**src/rtl/field_unpacker_pkg.sv**
```systemverilog
// Shared widths for the field unpacker.
// IN_W: packed word, FIELD_W: field, BUF_W: bit buffer, CNT_W: fill count.
package field_unpacker_pkg;
    localparam int IN_W    = 16;
    localparam int FIELD_W = 5;
    localparam int BUF_W   = 20;
    localparam int CNT_W   = 5;
endpackage

```
**src/rtl/field_unpacker.sv**
```systemverilog
// Splits an LSB-first stream of 16-bit words into 5-bit fields.
// Ports: clk, rst_n (async low); in_data/in_valid/in_last/in_ready words in;
//        out_data/out_valid/out_last/out_pad/out_ready fields out.
module field_unpacker
    import field_unpacker_pkg::*;
(
    input  logic               clk,
    input  logic               rst_n,
    input  logic [IN_W-1:0]    in_data,
    input  logic               in_valid,
    output logic               in_ready,
    input  logic               in_last,
    output logic [FIELD_W-1:0] out_data,
    output logic               out_valid,
    input  logic               out_ready,
    output logic               out_last,
    output logic [2:0]         out_pad
);
    localparam logic [CNT_W-1:0] FW  = CNT_W'(FIELD_W);
    localparam logic [CNT_W-1:0] INC = CNT_W'(IN_W);

    logic [BUF_W-1:0]   r_buf;
    logic [CNT_W-1:0]   r_cnt;
    logic               r_flush;

    logic               w_in_fire;
    logic               w_out_fire;
    logic [BUF_W-1:0]   w_buf_pop;
    logic [BUF_W-1:0]   w_in_ext;
    logic [BUF_W-1:0]   w_buf_nxt;
    logic [CNT_W-1:0]   w_cnt_pop;
    logic [CNT_W-1:0]   w_cnt_nxt;
    logic               w_flush_nxt;
    logic [FIELD_W-1:0] w_mask;

    // Accept only when a whole word is guaranteed to fit (cnt <= 4).
    assign in_ready  = (r_cnt < FW) && !r_flush;
    assign out_valid = (r_cnt >= FW) || (r_flush && (r_cnt != '0));
    assign out_last  = r_flush && (r_cnt <= FW);
    assign out_pad   = (out_last && (r_cnt < FW)) ? 3'(FW - r_cnt) : 3'd0;

    always_comb begin
        w_mask = '0;
        for (int i = 0; i < FIELD_W; i++) begin
            w_mask[i] = (CNT_W'(i) < r_cnt);
        end
    end

    assign out_data   = r_buf[FIELD_W-1:0] & w_mask;
    assign w_in_fire  = in_valid && in_ready;
    assign w_out_fire = out_valid && out_ready;

    // Pop first, then append the new word above the surviving bits.
    always_comb begin
        w_buf_pop   = r_buf;
        w_cnt_pop   = r_cnt;
        if (w_out_fire) begin
            w_buf_pop = r_buf >> FIELD_W;
            w_cnt_pop = (r_cnt >= FW) ? (r_cnt - FW) : '0;
        end
        w_in_ext    = BUF_W'(in_data) << w_cnt_pop;
        w_buf_nxt   = w_buf_pop;
        w_cnt_nxt   = w_cnt_pop;
        if (w_in_fire) begin
            w_buf_nxt = w_buf_pop | w_in_ext;
            w_cnt_nxt = w_cnt_pop + INC;
        end
        w_flush_nxt = r_flush;
        if (w_in_fire && in_last) begin
            w_flush_nxt = 1'b1;
        end else if (w_out_fire && (w_cnt_pop == '0)) begin
            w_flush_nxt = 1'b0;
        end
    end

    always_ff @(posedge clk or negedge rst_n) begin
        if (!rst_n) begin
            r_buf   <= '0;
            r_cnt   <= '0;
            r_flush <= 1'b0;
        end else begin
            r_buf   <= w_buf_nxt;
            r_cnt   <= w_cnt_nxt;
            r_flush <= w_flush_nxt;
        end
    end
endmodule

```
**config.mk**
```make
export PLATFORM = sky130hd
export DESIGN_NAME = field_unpacker
export DESIGN_NICKNAME = d
export VERILOG_FILES = /design/src/rtl/field_unpacker_pkg.sv /design/src/rtl/field_unpacker.sv
export SDC_FILE = /design/constraint.sdc
export NUM_CORES = 1
export LEC_CHECK = 0
export BUFFER_PORTS_ARGS = -buffer_cell sky130_fd_sc_hd__buf_2
export CORE_AREA = 2 2 76 78
export CTS_CLUSTER_SIZE = 20
export DETAILED_ROUTE_END_ITERATION = 12
export DIE_AREA = 0 0 78 80
export HOLD_SLACK_MARGIN = 0.05
export SYNTH_ARGS = -nofsm -noshare
export SYNTH_HDL_FRONTEND = slang
export SYNTH_SLANG_ARGS = --single-unit
```
**constraint.sdc**
```tcl
create_clock -name clk -period 4.7 [get_ports clk]
set_input_delay 0.94 -clock clk [delete_from_list [all_inputs] [get_ports clk]]
set_output_delay 0.94 -clock clk [all_outputs]
set_load 0.02 [all_outputs]
```
* Yosys cells after proc, flatten, opt, wreduce, memory -nomap -nowiden *
Index checks and enable logic that the tools add are counted.

word-level totals
  bits in latches = 0
  bits in writable memories = 0
  word-level logic and storage cells = 38
  memories = 0
  memory bits (read-only) = 0
  output and inout bits = 11
  flip-flop bits (word level) = 26
  bits of input ports = 21

operators by class
  multiplexer cells = 8
  $mul = 0
  add/sub/neg operators = 3
  magnitude comparators = 8
  equal/unequal tests = 0
  shifts and indexed selects = 1
  bitwise logic cells = 2
  reduce and logical (&&, ||, !) cells = 13
  div/mod/pow operators = 0

operators with widths
  operator             number
  $mux 20              2
  $or 20x20->20        1
  $shl 16x5->20        1
  $mux 5               3
  $lt 1x5->1 const A   2
  $lt 2x5->1 const A   2
  $logic_and 1x1->1    8
  $add 5x5->5 const B  1
  $and 5x5->5          1
  $ge 5x3->1 const B   1
  $le 5x3->1 const B   1
  $logic_not 5->1      1
  $lt 3x5->1 const A   1
  $lt 5x3->1 const B   1
  $reduce_bool 5->1    1
  $sub 5x3->5 const B  1
  $mux 3               1
  $sub 3x3->3 const A  1
  $mux 1               2
  $reduce_bool 2->1    1
  $logic_not 1->1      1
  $logic_or 1x1->1     1

* Longest topological paths before layout *
  word-level depth = 9
  mapped depth = 12
  mapped depth without buffers = 10

* Worst setup path before layout *
No wires, ideal clock.

  kind = reg-to-reg
  from = reg r_cnt[1]
  to = reg r_buf[13]
  buffers on the path = 2
  period minus slack after synthesis = 2671 ps
  arrival = 2542 ps
  setup time = 129 ps
  data required time = 4571 ps
  path slack = 2029 ps
  cell stages (with the launch flop) = 12
  cell sequence = dfrtp_1 inv_1 ha_1 a2111oi_4 a31o_4 a21o_4 buf_8 buf_6 mux2i_1 mux2i_1 a221oi_2 o21ai_1

between the ends
  word-level cells in the longest chain between the ends = 8
  elaborated cells between the ends (all ways) = 15
  those cells by class = add/sub (1); order compare (2); shift (1); mux (4); bitwise (1); reduce/logical (6)

RTL lines
  element                                                              RTL line              source
  start, declared                                                      field_unpacker.sv:23  logic [CNT_W-1:0] r_cnt;
  start signal, assigned                                               field_unpacker.sv:83  r_cnt <= w_cnt_nxt;
  parallel branches: the longest is 7 deep, another holds $sub 5x3->5  --
  $mux 20 (*)                                                          field_unpacker.sv:64  if (w_in_fire) begin
  named net w_buf_nxt[13]                                              field_unpacker.sv:30  logic [BUF_W-1:0] w_buf_nxt;
  end signal, assigned                                                 field_unpacker.sv:82  r_buf <= w_buf_nxt;
  end, declared                                                        field_unpacker.sv:22  logic [BUF_W-1:0] r_buf;

Mark *: on every way through the listed nets, which the timed path passes.
A chain may end at the register's enable or synchronous reset.

* Worst setup path in the final report *
  from = reg r_cnt[1]
  to = reg r_buf[7]

Same word-level chain as after synthesis.

==> impl_metrics.csv <==
group,metric,value,unit
routing,drt_iter0_drc,114,
timing,finalSetupTns,0,ps
power,cellPowerDensity,800,mW/mm^2
clocking,clkSinkCount,26,
status,outcome,"completed",
run,maxCapViolations,0,
critical_path,timing.setup.critical_path_class,"reg2reg",
power,swShare,51.4,%
critical_path,worst-endpoint-required,4870,ps
power,power.sequential.fraction,22.7,%
clocking,clockBufferDepth,2,
timing,timing.final.hold_violations,0,
synthesis,dominantRegCellSynth,"dfrtp_1",
layout,design.final.nets,284,
routing,wl_per_cell,16.8,microns
synthesis,synthesis.nets,260,
global_route,gr-usage-met1,23.6,%
clocking,tritoncts.num_buffers,3,
critical_path,critical_path.startpoint_type,"flip-flop",
synthesis,post_synth_num_cell_types,49,
hold_path,timing.hold.worst.class,"reg2reg",
synthesis,ys_async_sr_fraction,100,%
layout,final_cell_area,0.00234,sq mm
floorplanning,die_width,78,microns
power,p_sw,960,uW
power,combinationalPowerShare,67.2,%
critical_path,timing.critical_path.fanout_max,15,
clocking,worst_skew_pair.late_latency,270,ps
global_route,grt.met3_usage,1.13,%
routing,routed-via-count,1876,
routing,drc_viols,0,
global_route,global_route.overflow_total,0,
synthesis,synth_seq_cells,26,
synthesis,synth.avg_cell_area,9.04,sq um
global_route,grt_antenna_before_repair,0,
floorplanning,core_area,0.00541,sq mm
timing,slew-limit-headroom,54.4,%
routing,drtPass1Iterations,4,
global_route,grt_pass1_wl,8960,microns
routing,drt-vias-per-instance,5.74,
layout,antenna-diode-count,0,
timing,finalSetupViolations,0,
layout,finish.utilization,43.2,%
layout,layout.filler_cells,539,
layout,fraction_of_final_layout_cells_with_drive_strength_greater_than_1,17.6,%
clocking,ctsHoldBuffers,0,
critical_path,worst_ep_arrival_time,3610,ps
routing,detail_route.wirelength,5480,microns
layout,multiInputGateArea,0.00133,sq mm
layout,flow.area_growth_from_synthesis,11.5,%
timing,max_slew.worst_pin.slew,684,ps
synthesis,synth_top_cell_by_area,"dfrtp_1",
routing,ant_nets,0,
critical_path,r2r_setup_slack,1260,ps
floorplanning,effective_utilization_at_floorplan,38.8,%
clocking,cts_setup_buffers,0,
synthesis,synth_area_leaders,"dfrtp_1 31%, mux2i_1 17%, nor2_1 5.5%, ha_1 4.2%, nand2_1 3.4%",
clocking,tritoncts,"done",
layout,layout.area.seq,651,sq um
power,leakage,1.08,nW
synthesis,post_synth_inst_count,232,
clocking,ctsRootBufferMaster,"clkbuf_8",
power,worst_voltage_drop_across_the_vdd_grid,0.308,mV
timing,finalMaxSlewViolations,0,
clocking,clk_transition_reported_paths,100,ps
global_route,grt_max_degree,27,
floorplanning,fp-row-count,27,
global_route,global_route.usage.total,17.9,%
critical_path,worst_setup_path_end_kind,"flip-flop",
power,intPower,909,uW
global_route,met2_usage,30.9,%
clocking,cts_max_level,1,
synthesis,synth.yosys.seq_area_share,31.0,%
timing,fin_crit,3440,ps
placement,dpl_cell_area,0.00227,sq mm
floorplanning,design.portCount,32,
timing,fin_worst_skew,5.16,ps
power,p_clk_share,10.1,%
global_route,first_global_vias,1875,
placement,place_congestion,0.882,
floorplanning,dieArea,0.00624,sq mm
timing,post-route-period-util,73.2,%
synthesis,synth-edff-count,0,
placement,dp_hpwl,4180,microns
floorplanning,height_of_the_die,80,microns
timing,f_max,0.291,GHz
global_route,grt.busiest_layer,"met2",
synthesis,yosysWarnings,0,
synthesis,synth.top_cell.area_share,31.0,%
clocking,cts_repair_resize_count,0,
synthesis,synthesis.area,0.00210,sq mm
placement,port_buffers,31,
timing,setup_repair_after_global_routing_missed_its_margin,"false",
## power by group through the flow
stage	sequential (mW)	combinational, mW	clock [mW]
final	0.424	1.26	0.188
after detailed placement	0.426	1.24	0
after floorplan	0.369	1.06	0
after global routing	0.435	1.37	0.201
after global placement	0.423	1.25	0
after CTS	0.421	1.25	0.191
## critical path: stages (launching register included)
cell and delay [ps]:
dfrtp_1 430, inv_1 140, ha_1 290, a2111oi_4 560, a21o_1 250, a2bb2oi_2 550
inv_2 310, mux2_2 400, and2_1 170, o31ai_1 240
## cell usage after synthesis (2+ instances only)
master / instances
a211oi_1: 2
a21boi_0: 2
a21oi_1: 11
a22oi_1: 6
a2bb2oi_2: 2
a31oi_1: 2
a32oi_1: 2
buf_4: 2
buf_6: 2
clkbuf_1: 7
dfrtp_1: 26
ha_1: 7
inv_1: 9
mux2i_1: 36
nand2_1: 19
nand2b_1: 5
nand3_1: 4
nand3b_1: 3
nand4_1: 2
nor2_1: 31
o211ai_1: 5
o21ai_0: 2
o21ai_1: 6
o221ai_1: 4
o22ai_1: 6
o31a_1: 4
o31ai_1: 2
or4_1: 2
## cells by family after synthesis
logic type	count (synthesis)	synth area share, %
AOI/OAI and AO/OA	69	26.3
and+or+nand+nor	69	14.6
muxes	37	17.7
DFF	26	31.0
buffers and inverters	23	5.79
adders and majority gates	7	4.18
xor gates and xnor gates	1	0.418
## registers in the layout, summed over array words and instances, names as in the netlist
signal	flops
r_cnt	5
r_flush	1
r_buf	20
## final cells by class
type / count / area share (%)
tap: 72 / 3.85
multi-input combinational: 183 / 56.7
timing repair buffer: 32 / 6.96
clock inverter: 1 / 1.28
inverter: 10 / 1.61
clock buffer: 3 / 1.77
sequential: 26 / 27.8
## stage by stage
stage               cells  power [mW]  hold slack, ps  setup WS, ps
finish                327        1.87             504          1260
global route          327        2.01             533          1010
CTS                   327        1.86             512          1280
detailed placement    323        1.67             489          1300
global placement      323        1.68             473          1280
floorplan             232        1.43             456          2030
## worst paths after layout
check,start,endpoint,cells after the start
max in group asynchronous,rst_n,r_cnt[2],1
worst max-delay path,r_cnt[1],r_buf[7],9
min in group asynchronous,rst_n,r_buf[11],1
worst max register to register,r_cnt[1],r_buf[7],9
worst min register to register,r_buf[7],r_buf[2],2
worst min-delay path,r_buf[7],r_buf[2],2
## cells in the final DEF, fill, tap and decap left out, drive strengths merged, types with 2 or more instances in the layout
master,netlist,final
mux2i,36,36
buf,6,32
nor2,31,31
dfrtp,26,26
nand2,19,19
a21oi,11,11
inv,10,10
o21ai,8,8
ha,7,7
o22ai,6,6
a22oi,6,6
nand2b,5,5
o211ai,5,5
o31a,4,4
nand3,4,4
o221ai,4,4
nand3b,3,3
clkbuf,7,3
a2bb2oi,3,3
a211oi,3,3
or4,2,2
nand4,2,2
a32oi,2,2
a31oi,2,2
o31ai,2,2
a21boi,2,2
a21o,2,2
## layer usage
layer | up-vias | routed length, microns
li1 | 907 | -
met5 | - | 0
met1 | 904 | 2570
met3 | 11 | 200
met2 | 54 | 2620
met4 | 0 | 98
(Power assumes the default switching activity.)
